<file path="src/rtl/pe_feeder_pkg.sv">
// Shared constants and FSM encoding for the PE feeder and its PE_m integration.
package pe_feeder_pkg;

  localparam int CELL_BIT = 8;   // bits per cell
  localparam int N_CELL   = 9;   // cells per window beat
  localparam int OUT_BIT  = 8;   // PE result width
  localparam int STEP_W   = 3;   // beats-per-job-minus-one field width
  localparam int BOUND_W  = 3;   // bound level field width

  typedef enum logic [1:0] {
    ST_IDLE = 2'd0,
    ST_FEED = 2'd1,
    ST_WAIT = 2'd2,
    ST_RESP = 2'd3
  } state_t;

endpackage

</file>
<file path="src/rtl/pe_feeder.sv">
// Accepts a job command, streams step+1 window beats into a PE, waits for the
// PE result and holds it on a valid/ready response port.
module pe_feeder #(
  parameter int CELL_BIT = pe_feeder_pkg::CELL_BIT,
  parameter int N_CELL   = pe_feeder_pkg::N_CELL,
  parameter int OUT_BIT  = pe_feeder_pkg::OUT_BIT
) (
  input  logic                                clk,
  input  logic                                reset,
  input  logic                                cmd_valid,
  output logic                                cmd_ready,
  input  logic [pe_feeder_pkg::STEP_W-1:0]    cmd_step,
  input  logic [pe_feeder_pkg::BOUND_W-1:0]   cmd_bound,
  input  logic                                dat_valid,
  output logic                                dat_ready,
  input  logic [CELL_BIT*N_CELL-1:0]          dat_in,
  input  logic [CELL_BIT*N_CELL-1:0]          dat_weight,
  output logic [CELL_BIT*N_CELL-1:0]          pe_in,
  output logic [CELL_BIT*N_CELL-1:0]          pe_weight,
  output logic                                pe_en,
  output logic [pe_feeder_pkg::STEP_W-1:0]    pe_step,
  output logic [pe_feeder_pkg::BOUND_W-1:0]   pe_bound_level,
  input  logic [OUT_BIT-1:0]                  pe_out,
  input  logic                                pe_out_en,
  output logic                                res_valid,
  input  logic                                res_ready,
  output logic [OUT_BIT-1:0]                  res_data,
  output logic                                busy,
  output logic                                err_stray
);

  import pe_feeder_pkg::*;

  state_t                      r_state;
  state_t                      w_next;
  logic [STEP_W-1:0]           r_step;
  logic [BOUND_W-1:0]          r_bound;
  logic [STEP_W-1:0]           r_cnt;
  logic [CELL_BIT*N_CELL-1:0]  r_pe_in;
  logic [CELL_BIT*N_CELL-1:0]  r_pe_weight;
  logic                        r_pe_en;
  logic                        r_res_valid;
  logic [OUT_BIT-1:0]          r_res_data;
  logic                        r_err_stray;

  logic w_accept_cmd;
  logic w_beat;
  logic w_last_beat;
  logic w_capture;
  logic w_release;
  logic w_stray;

  assign w_accept_cmd = (r_state == ST_IDLE) && cmd_valid;
  assign w_beat       = (r_state == ST_FEED) && dat_valid;
  assign w_last_beat  = w_beat && (r_cnt == r_step);
  assign w_capture    = (r_state == ST_WAIT) && pe_out_en;
  assign w_release    = (r_state == ST_RESP) && res_ready;
  // A PE result outside WAIT has no job to belong to.
  assign w_stray      = pe_out_en && (r_state != ST_WAIT);

  // Handshake readies and busy are decoded straight from the state.
  assign cmd_ready = (r_state == ST_IDLE);
  assign dat_ready = (r_state == ST_FEED);
  assign busy      = (r_state != ST_IDLE);

  assign pe_in          = r_pe_in;
  assign pe_weight      = r_pe_weight;
  assign pe_en          = r_pe_en;
  assign pe_step        = r_step;
  assign pe_bound_level = r_bound;
  assign res_valid      = r_res_valid;
  assign res_data       = r_res_data;
  assign err_stray      = r_err_stray;

  // State register.
  // NOTE: every clocked assignment is non-blocking so all registers update from
  // the same pre-edge values, independent of statement order.
  always_ff @(posedge clk or negedge reset) begin
    if (!reset) r_state <= ST_IDLE;
    else        r_state <= w_next;
  end

  // Next-state decode.
  // NOTE: w_next gets its default before the case so no path leaves it
  // unassigned, which would otherwise infer a latch.
  always_comb begin
    w_next = r_state;
    unique case (r_state)
      ST_IDLE: if (w_accept_cmd) w_next = ST_FEED;
      ST_FEED: if (w_last_beat)  w_next = ST_WAIT;
      ST_WAIT: if (w_capture)    w_next = ST_RESP;
      ST_RESP: if (w_release)    w_next = ST_IDLE;
      default:                   w_next = ST_IDLE;
    endcase
  end

  // Job parameters, beat counter and PE-side datapath.
  // NOTE: the window registers are wide but still get a reset, so the PE never
  // sees stale cells from a dropped job after reset.
  always_ff @(posedge clk or negedge reset) begin
    if (!reset) begin
      r_step      <= '0;
      r_bound     <= '0;
      r_cnt       <= '0;
      r_pe_in     <= '0;
      r_pe_weight <= '0;
      r_pe_en     <= 1'b0;
    end else begin
      r_pe_en <= w_beat;
      if (w_accept_cmd) begin
        r_step  <= cmd_step;
        r_bound <= cmd_bound;
        r_cnt   <= '0;
      end
      if (w_beat) begin
        r_pe_in     <= dat_in;
        r_pe_weight <= dat_weight;
        r_cnt       <= r_cnt + 1'b1;
      end
    end
  end

  // Result capture, response handshake and sticky stray flag.
  always_ff @(posedge clk or negedge reset) begin
    if (!reset) begin
      r_res_valid <= 1'b0;
      r_res_data  <= '0;
      r_err_stray <= 1'b0;
    end else begin
      if (w_capture) begin
        r_res_data  <= pe_out;
        r_res_valid <= 1'b1;
      end else if (w_release) begin
        r_res_valid <= 1'b0;
      end
      // A stray arriving on the accept cycle is still reported.
      if (w_stray)           r_err_stray <= 1'b1;
      else if (w_accept_cmd) r_err_stray <= 1'b0;
    end
  end

endmodule

</file>
<file path="config.mk">
export PLATFORM = sky130hd
export DESIGN_NAME = pe_feeder
export DESIGN_NICKNAME = d
export VERILOG_FILES = /design/src/rtl/pe_feeder_pkg.sv /design/src/rtl/pe_feeder.sv
export SDC_FILE = /design/constraint.sdc
export NUM_CORES = 1
export LEC_CHECK = 0
export BUFFER_PORTS_ARGS = -buffer_cell sky130_fd_sc_hd__buf_2
export CORE_AREA = 5 5 131 133
export CTS_CLUSTER_DIAMETER = 50
export CTS_CLUSTER_SIZE = 12
export DETAILED_ROUTE_END_ITERATION = 8
export DIE_AREA = 0 0 136 138
export PLACE_DENSITY = 0.75
export SLEW_MARGIN = 10
export SYNTH_ARGS = -nofsm -noshare
export SYNTH_HDL_FRONTEND = slang
export SYNTH_SLANG_ARGS = --single-unit
</file>
<file path="constraint.sdc">
create_clock -name clk -period 1.5 [get_ports clk]
set_input_delay 0.15 -clock clk [delete_from_list [all_inputs] [get_ports clk]]
set_output_delay 0.15 -clock clk [all_outputs]
set_load 0.01 [all_outputs]
</file>
Yosys cells after proc, flatten, opt, wreduce, memory -nomap -nowiden
Cells that the tools add are included.
{ "classes": {"n_addsub": 1, "eq_ne": 9, "muxes": 11, "reduce_logical": 12} }
{ "op_table": {"columns": ["op", "count"], "rows": [
  ["two-way mux 2 bit", 4],
  ["one-hot mux 2 bit (4 select lines)", 1],
  ["nonzero test 2 bit", 4],
  ["logical AND 1 bit", 6],
  ["two-way mux 3 bit", 2],
  ["!= test 2 bit, second input constant", 3],
  ["equality test 2 bit, second input constant", 2],
  ["two-way mux 1 bit", 4],
  ["!= test 2 x 1 -> 1 bit, second input constant", 2],
  ["AND reduction 4 bit", 1],
  ["adder 3 x 1 -> 3 bit, second input constant", 1],
  ["equality test 3 bit", 1],
  ["equality test 2 x 1 -> 1 bit, second input constant", 1],
  ["zero test 2 bit", 1]
]} }
{ "totals": {"reg_bits": 166, "input_bits": 164, "output_inout_bits": 164, "wordCells": 43} }

Depth between registers and ports, before layout
Gate-level depths: netlist of the first run.
{ "depth": {"depth_word": 5, "mapped_depth": 8, "depth_no_buf": 7} }

Worst setup path after synthesis of the first run
OpenSTA, ideal clock, no wires.
{ "synth_timing": {"path_kind": "register to register", "startpoint": "register r_state[1]", "endpoint": "register r_pe_in[10] (netlist: pe_in[10])", "arrival_time_ns": 1.465, "setup_slack_ns": -0.030, "path_stages_with_launch": 9, "n_path_buf": 2, "cell_sequence": "dfrtp_1 inv_1 ha_1 nand2_1 inv_2 buf_2 buf_1 nand2_1 nand2_1"} }
{ "synth_between": {"elab_chain_cells": 2} }
{ "synth_lines": {"columns": ["element", "line", "source"], "rows": [
  ["from (decl)", "pe_feeder.sv:34", "state_t r_state;"],
  ["from (signal assigned)", "pe_feeder.sv:80", "else r_state <= w_next;"],
  ["equality test 2 x 1 -> 1 bit", null, null],
  ["named net dat_ready", "pe_feeder.sv:15", "output logic dat_ready,"],
  ["logical AND 1 bit", "pe_feeder.sv:54", "assign w_beat = (r_state == ST_FEED) && dat_valid;"],
  ["to (signal assigned)", "pe_feeder.sv:116", "r_pe_in <= dat_in;"],
  ["to (decl)", "pe_feeder.sv:39", "logic [CELL_BIT*N_CELL-1:0] r_pe_in;"]
]} }
The timed path passes the listed nets, and every way through them passes these cells.
A chain may end at the register's enable or synchronous reset.

Worst setup path after layout of the first run
{ "layout_timing": {"startpoint": "register r_state[1]", "endpoint": "output busy"} }
{ "layout_between": {"elab_chain_cells": 1} }
{ "layout_lines": {"columns": ["element", "line", "source"], "rows": [
  ["nonzero test 2 bit", "pe_feeder.sv:64", "assign busy = (r_state != ST_IDLE);"],
  ["to (decl)", "pe_feeder.sv:28", "output logic busy,"]
]} }
No other way between the ends.

==> results of run 1 <==
## where the power goes
| part | switching (mW) | total, mW | internal (mW) |
|---|---|---|---|
| Sequential | 1.18 | 7.72 | 6.53 |
| Combinational | 4.88 | 8.69 | 3.81 |
| Clock | 1.83 | 3.96 | 2.13 |
## layer usage
layer	global-route usage (%)	part of all wire, %	vias to the layer above
met3	7.874	10	88
li1	-	-	3113
met4	12.68	5.1	0
met5	0	0	-
met2	42.63	50	418
met1	25.92	35	3223
## synthesized netlist by cell type
| cell type | count |
|---|---|
| sky130_fd_sc_hd__a221oi_2 | 1 |
| sky130_fd_sc_hd__nor2_1 | 2 |
| sky130_fd_sc_hd__nand4_1 | 1 |
| sky130_fd_sc_hd__clkbuf_1 | 18 |
| sky130_fd_sc_hd__xnor2_1 | 3 |
| sky130_fd_sc_hd__nand2_1 | 440 |
| sky130_fd_sc_hd__clkinv_1 | 1 |
| sky130_fd_sc_hd__a21oi_1 | 1 |
| sky130_fd_sc_hd__buf_2 | 4 |
| sky130_fd_sc_hd__o21ai_1 | 3 |
| sky130_fd_sc_hd__a22o_1 | 2 |
| sky130_fd_sc_hd__mux2_1 | 15 |
| sky130_fd_sc_hd__mux2i_1 | 1 |
| sky130_fd_sc_hd__ha_1 | 6 |
| sky130_fd_sc_hd__inv_2 | 1 |
| sky130_fd_sc_hd__dfrtp_1 | 166 |
| sky130_fd_sc_hd__inv_1 | 5 |
| sky130_fd_sc_hd__buf_1 | 10 |
| sky130_fd_sc_hd__o22ai_1 | 1 |
## final timing paths
path | start | to | depth (start not counted) | slack [ns]
worst max-delay path | r_state[1] | busy | 5 | -0.04
worst min-delay path | pe_out_en | err_stray | 2 | 0.03
worst max register to register | r_state[0] | r_state[1] | 6 | 0
worst min register to register | pe_in[7] | pe_in[7] | 2 | 0.47
max in group asynchronous | reset | pe_weight[55] | 3 | 0.72
min in group asynchronous | reset | pe_in[66] | 2 | 0.21
## repair_timing
item / in CTS / in global routing
setup endpoints to repair: 50 / 141
buffers inserted: 6 / 2
resized for setup: 18 / 16
pin swaps: 2 / 2
gates cloned: 0 / 6
hold buffers: 159 / 0
endpoints found under the hold margin: 276 / 0
## worst max-delay path: cells and delay by family, from the launching register on
family     cells  cell delay, ns
flops          1            0.46
buf+inv        4            0.36
fa+ha+maj      1            0.15
## sequential cells by signal, indices dropped and copies added (netlist names)
register and flops:
err_stray 1, pe_in 72, res_valid 1, r_state 2, pe_en 1, res_data 8
pe_bound_level 3, pe_step 3, pe_weight 72, r_cnt 3
## final cells by class
cell class / instances / area, um^2
tap: 216 / 270.3
antenna: 3 / 7.507
clock buffer: 19 / 432.9
timing repair buffer: 531 / 3855
inverter: 7 / 36.28
clock inverter: 13 / 97.59
multi-input combinational: 476 / 2083
sequential: 166 / 4155
fill: 1035 / 4775
## layout by cell type, fill, tap and decap left out
cell type,netlist,final
sky130_fd_sc_hd__nand2_8,0,1
sky130_fd_sc_hd__a21oi_2,0,1
sky130_fd_sc_hd__buf_8,0,1
sky130_fd_sc_hd__clkinv_2,0,3
sky130_fd_sc_hd__mux2i_1,1,1
sky130_fd_sc_hd__dlygate4sd3_1,0,159
sky130_fd_sc_hd__clkinvlp_4,0,4
sky130_fd_sc_hd__inv_2,1,4
sky130_fd_sc_hd__inv_8,0,1
sky130_fd_sc_hd__ha_1,6,2
sky130_fd_sc_hd__nor2_1,2,2
sky130_fd_sc_hd__diode_2,0,3
sky130_fd_sc_hd__inv_4,0,1
sky130_fd_sc_hd__ha_4,0,4
sky130_fd_sc_hd__buf_12,0,6
sky130_fd_sc_hd__dfrtp_1,166,165
sky130_fd_sc_hd__o21ai_1,3,3
sky130_fd_sc_hd__buf_4,0,23
sky130_fd_sc_hd__inv_6,0,4
sky130_fd_sc_hd__dfrtp_2,0,1
sky130_fd_sc_hd__nand2_1,440,438
sky130_fd_sc_hd__clkbuf_1,18,2
sky130_fd_sc_hd__o22ai_2,0,1
sky130_fd_sc_hd__clkinv_4,0,2
sky130_fd_sc_hd__xnor2_1,3,3
sky130_fd_sc_hd__buf_2,4,324
sky130_fd_sc_hd__buf_16,0,3
sky130_fd_sc_hd__a22o_1,2,2
sky130_fd_sc_hd__a221oi_2,1,1
sky130_fd_sc_hd__clkbuf_16,0,23
sky130_fd_sc_hd__mux2_1,15,15
sky130_fd_sc_hd__nand2_2,0,1
sky130_fd_sc_hd__buf_6,0,9
sky130_fd_sc_hd__nand4_1,1,1
sky130_fd_sc_hd__clkinv_1,1,1
## through the flow
stage	utilization [%]	cells	worst slack [ns]	power [mW]	setup TNS, ns
4_1_cts	68.00	1420	-0.03871	19.58	-0.1383
5_1_grt	69.61	1431	-0.09938	21.57	-0.3599
6_report	69.61	1431	-0.03630	20.37	-0.03825
3_3_place_gp	53.80	1223	-0.008641	14.75	-0.008641
2_1_floorplan	-	681	-0.01822	11.29	-1.457
3_5_place_dp	53.80	1223	-0.08511	15.01	-0.3113
## cell families (layout without fill, tap and decap cells)
group,Yosys count,count (layout)
buffers and inverters,39,570
other,0,3
AOI/OAI and AO/OA,8,8
and+or+nand+nor,443,443
muxes,16,16
xor gates and xnor gates,3,3
DFF,166,166
adders and majority gates,6,6
==> flow_summary_export.csv, run 1 <==
group,metric,value,unit
timing,finalSetupViolations,2,
timing,maxSlewViolCount,0,
placed_design,io_buffers,327,
grt,grt_first_pass_wirelength,36.05,mm
timing,finalHoldViolCount,0,
die,design.core.area,15710,um^2
logic_synthesis,post_synth_inst_count,681,
clock_network,cts.root.buffer_cell,"sky130_fd_sc_hd__clkbuf_16",
critical_path,worstPathRequired,1.35,ns
placed_design,instance_area_after_placement,8453,um^2
logic_synthesis,ys_types,19,
clock_network,clock_insertion_delay_worst_skew,0.42,ns
critical_path,critical_path.startpoint_type,"register",
logic_synthesis,ys_ff_latch,166,
logic_synthesis,synth_top_family_by_area,"simple AND/OR/NAND/NOR gates",
logic_synthesis,compound_cell_area_share_of_the_yosys_netlist,0.9320,%
clock_network,clkSlewWorstSetupHoldPaths,0.07,ns
grt,initial_antenna_violation_count,3,
logic_synthesis,area_fraction_of_the_dominant_cell_type_after_synthesis,65.83,%
critical_path,worstPathCellList,"inv_4 -> ha_4 -> buf_6 -> inv_2 -> buf_6",
timing,max_slew.worst_pin.slew,0.4119,ns
route,post_drt_wl_per_cell,17.29,um
route,detail_route.drc_violations,0,
clock_network,clkSinkCount,166,
logic_synthesis,synth_nets,851,
logic_synthesis,synth.yosys.seq_area_share,65.83,%
route,drt.antenna.violating_nets,0,
clock_network,ctsHtreeMaxLevel,4,
die,die_w,136,um
route,via_total_after_detailed_routing,6842,
placed_design,place.detailed.hpwl,14.16,mm
timing,worst_hold_margin,0.02649,ns
final_layout,layout.nets,1369,
logic_synthesis,yosys.area_share.adder,1.190,%
logic_synthesis,synth_top_cell_by_area,"sky130_fd_sc_hd__dfrtp_1",
timing,fin_worst_skew,0.006640,ns
die,die_h,138,um
placed_design,place_congestion,0.8530,
logic_synthesis,synth_mux_area_share,2.836,%
power,power-per-cell-area,1863,nW/um^2
min_path,hold_class,"input port to register",
critical_path,crit_path_max_fanout,4,
critical_path,critical_path.most_common_cell,"sky130_fd_sc_hd__buf_6",
critical_path,crit_path_end_kind,"primary output",
die,io_pins,328,
logic_synthesis,synth_top_cells_by_area,"sky130_fd_sc_hd__dfrtp_1 66%, sky130_fd_sc_hd__nand2_1 26%, sky130_fd_sc_hd__mux2_1 2.7%",
clock_network,cts_buffer_depth,2,
critical_path,critical_path_arrival,1.39,ns
timing,post-route-min-period,1.536,ns
final_layout,finalInstanceArea,10940,um^2
run_status,violations,"setup timing",
critical_path,cp_slowest_cell,"sky130_fd_sc_hd__dfrtp_2",
route,number_of_vias_per_cell,4.781,
final_layout,flow.area_growth_from_synthesis,73.35,%
grt,global_route.usage.total,24.36,%
logic_synthesis,synth_area,6310,um^2
logic_synthesis,synthesis.yosys.warnings,0,
grt,largest_net_degree_at_the_start_of_global_routing,53,
die,floorplan.die_area,18770,um^2
grt,first_global_vias,7092,
route,drt-initial-drc-count,389,
power,leakage,6.122,nW
route,detail_route.first_pass.iterations,5,
run_status,status,"complete, but fails checks",
grt,global_route.overflow_total,0,
critical_path,timing.setup.critical_path_class,"register to primary output",
route,route.final.wire_length,24.74,mm
clock_network,clock_tree_from_tritoncts,"yes",
logic_synthesis,mapped_avg_cell_area,9.265,um^2
logic_synthesis,synth_xor_area_share,0.4164,%
die,floorplan.rows,46,
timing,relSlewSlack,72.54,%
die,floorplan.initialDensity,40.16,%
critical_path,cp_slowest_stage_delay,0.46,ns
timing,rsz0062_at_grt,"true",
timing,min_period_over_period,102.4,%
clock_network,tritoncts.num_buffers,17,
timing,setup_ws,-0.03630,ns
power,power.ir.vdd_worst,1021,uV
timing,maxClockFrequency,0.6509,GHz
run,cap_viol_max_count,0,
final_layout,drive_gt1_share,34.49,%
logic_synthesis,synthSimpleGateAreaFrac,26.39,%
Note: power is estimated with default switching activity, not from simulation.
==> run 2: changes to the inputs <==
--- a/config.mk
+++ b/config.mk
@@ -11,6 +11,7 @@
 export CTS_CLUSTER_SIZE = 12
 export DETAILED_ROUTE_END_ITERATION = 8
 export DIE_AREA = 0 0 136 138
+export GPL_TIMING_DRIVEN = 0
 export PLACE_DENSITY = 0.75
 export SLEW_MARGIN = 10
 export SYNTH_ARGS = -nofsm -noshare
==> run 2 against run 1 <==
Against the previous run: via count shrank 1.3%; count of clock-buffer cells in the layout up 3; clock skew grew 0.0041 ns; critical path depth is 3 higher; first-iteration DRC count decreased by 21%; cell count decreased by 0.63%; the flow still finishes with violations (setup timing); critical endpoint is now pe_weight[12].
==> flow_summary_export.csv, run 2 (synthesized netlist as in run 1, its figures left out) <==
group,metric,value,unit
critical_path,crit_path_end_kind,"register",
min_path,hold_start,"cmd_valid",
route,route.final.wire_length,24.08,mm
critical_path,worstPathCellList,"inv_2 -> ha_4 -> nand2_2 -> inv_2 -> buf_12 -> clkbuf_8 -> nand2_1 -> nand2_1",
die,die_w,136,um
run,cap_viol_max_count,0,
die,floorplan.initialDensity,40.16,%
critical_path,critical_path.reg2reg.startpoint,"r_state[1]",
grt,grt_first_pass_wirelength,38.04,mm
grt,first_global_vias,7329,
placed_design,io_buffers,327,
clock_network,cts.root.buffer_cell,"sky130_fd_sc_hd__clkbuf_16",
power,power-per-cell-area,1879,nW/um^2
clock_network,clkSlewWorstSetupHoldPaths,0.07,ns
run_status,status,"complete, but fails checks",
final_layout,finalInstanceArea,10710,um^2
timing,relSlewSlack,48.35,%
run_status,violations,"setup timing",
final_layout,layout.nets,1363,
timing,fin_worst_skew,0.01077,ns
timing,finalSetupViolations,16,
timing,worst_hold_margin,0.1257,ns
route,number_of_vias_per_cell,4.751,
clock_network,tritoncts.num_buffers,17,
clock_network,clock_tree_from_tritoncts,"yes",
die,floorplan.rows,46,
timing,rsz0062_at_grt,"true",
critical_path,critical_path_arrival,1.85,ns
placed_design,place.detailed.hpwl,14.60,mm
clock_network,ctsHtreeMaxLevel,4,
grt,initial_antenna_violation_count,1,
route,detail_route.first_pass.iterations,5,
power,power.ir.vdd_worst,1069,uV
grt,global_route.overflow_total,0,
timing,post-route-min-period,1.543,ns
route,drt.antenna.violating_nets,0,
timing,maxClockFrequency,0.6479,GHz
critical_path,path_delay_family,"buffers and inverters",
route,post_drt_wl_per_cell,16.93,um
power,leakage,6.015,nW
placed_design,instance_area_after_placement,8260,um^2
timing,finalHoldViolCount,0,
timing,max_slew.worst_pin.slew,0.7748,ns
die,design.core.area,15710,um^2
critical_path,worstPathRequired,1.80,ns
grt,global_route.usage.total,25.75,%
die,die_h,138,um
clock_network,clkSinkCount,166,
critical_path,crit_path_max_fanout,10,
final_layout,drive_gt1_share,33.69,%
critical_path,number_of_buffer_and_inverter_instances_along_the_worst_setup_path,4,
critical_path,cp_slowest_stage_delay,0.45,ns
final_layout,flow.area_growth_from_synthesis,69.78,%
die,io_pins,328,
route,detail_route.drc_violations,0,
timing,maxSlewViolCount,0,
timing,min_period_over_period,102.9,%
final_layout,most-common-layout-cells,"437 x sky130_fd_sc_hd__nand2_1, 327 x sky130_fd_sc_hd__buf_2, 166 x sky130_fd_sc_hd__dfrtp_1, 161 x sky130_fd_sc_hd__dlygate4sd3_1, 17 x sky130_fd_sc_hd__clkbuf_16",
route,drt-initial-drc-count,307,
min_path,hold_class,"input port to register",
power,total_power,20.12,mW
timing,setup_ws,-0.04336,ns
route,via_total_after_detailed_routing,6756,
die,floorplan.die_area,18770,um^2
clock_network,cts_buffer_depth,2,
grt,largest_net_degree_at_the_start_of_global_routing,102,
placed_design,place_congestion,0.8448,
critical_path,cp-startpoint,"r_state[1]",
critical_path,cp_slowest_cell,"sky130_fd_sc_hd__dfrtp_1",
critical_path,timing.setup.critical_path_class,"register to register",
critical_path,critical_path.startpoint_type,"register",
clock_network,clock_insertion_delay_worst_skew,0.42,ns
final_layout,layout_commonest_cell,"sky130_fd_sc_hd__nand2_1",
run 2: cell count changes in the layout (fill, tap and decap cells not counted), moves of 3 or more:
cell and delta:
sky130_fd_sc_hd__clkbuf_16 -6, sky130_fd_sc_hd__clkbuf_8 +8, sky130_fd_sc_hd__clkinv_2 -3, sky130_fd_sc_hd__buf_4 -14, sky130_fd_sc_hd__buf_2 +3, sky130_fd_sc_hd__buf_6 -5
sky130_fd_sc_hd__buf_12 -5, sky130_fd_sc_hd__clkbuf_4 +14
run 2: per-stage QoR:
stage               cells  setup slack (ns)  TNS [ns]  utilization, %
finish               1422          -0.04336   -0.1951           68.18
global route         1422           -0.1360    -6.746           68.18
CTS                  1419          -0.03445  -0.04005           67.49
detailed placement   1225           -0.4755    -42.44           52.57
global placement     1224            -2.267   -412.25           52.33
floorplan             681          -0.01822    -1.457               -
run 2: cell type report:
cell class | instances | area, um^2
antenna | 1 | 2.502
clock buffer | 22 | 474.2
fill | 1123 | 5000
multi-input combinational | 476 | 2071
buffer | 32 | 301.5
clock inverter | 9 | 95.09
timing repair buffer | 493 | 3316
inverter | 7 | 28.78
tap | 216 | 270.3
sequential | 166 | 4154
run 2: report_power, final:
group / switching [mW] / internal (mW) / leakage [nW]
Clock: 1.79 / 2.43 / 0.265
Sequential: 1.21 / 6.53 / 2.08
Combinational: 4.71 / 3.45 / 3.67
run 2: per-layer routing:
layer / vias up / GRT usage [%] / routed length (um)
met5: - / 0 / 0
li1: 3105 / - / -
met2: 383 / 43.94 / 11760
met1: 3160 / 27.93 / 8683
met3: 108 / 7.729 / 2206
met4: 0 / 15.44 / 1427
run 2: tightest hold or removal path, cell delays in order:
cell	delay, ns
sky130_fd_sc_hd__buf_2	0.12
sky130_fd_sc_hd__a21oi_1	0.10
sky130_fd_sc_hd__nand2_1	0.06
sky130_fd_sc_hd__o21ai_1	0.05
run 2: worst paths after layout:
check | endpoint | slack (ns) | cells past startpoint
min in group asynchronous | pe_in[11] | 0.36 | 2
setup / recovery | pe_weight[12] | -0.04 | 8
setup reg to reg | pe_weight[12] | -0.04 | 8
hold / removal | r_cnt[0] | 0.13 | 4
hold reg to reg | pe_weight[59] | 0.47 | 2
max in group asynchronous | pe_weight[45] | 0.35 | 3
run 2: what timing repair did:
action / 4_1_cts / 5_1_grt
resized for setup: 61 / 30
hold buffers: 161 / 0
buffers inserted: 2 / 2
endpoints found under the setup margin: 157 / 158
hold endpoints to repair: 260 / 0
pin swaps: 0 / 4
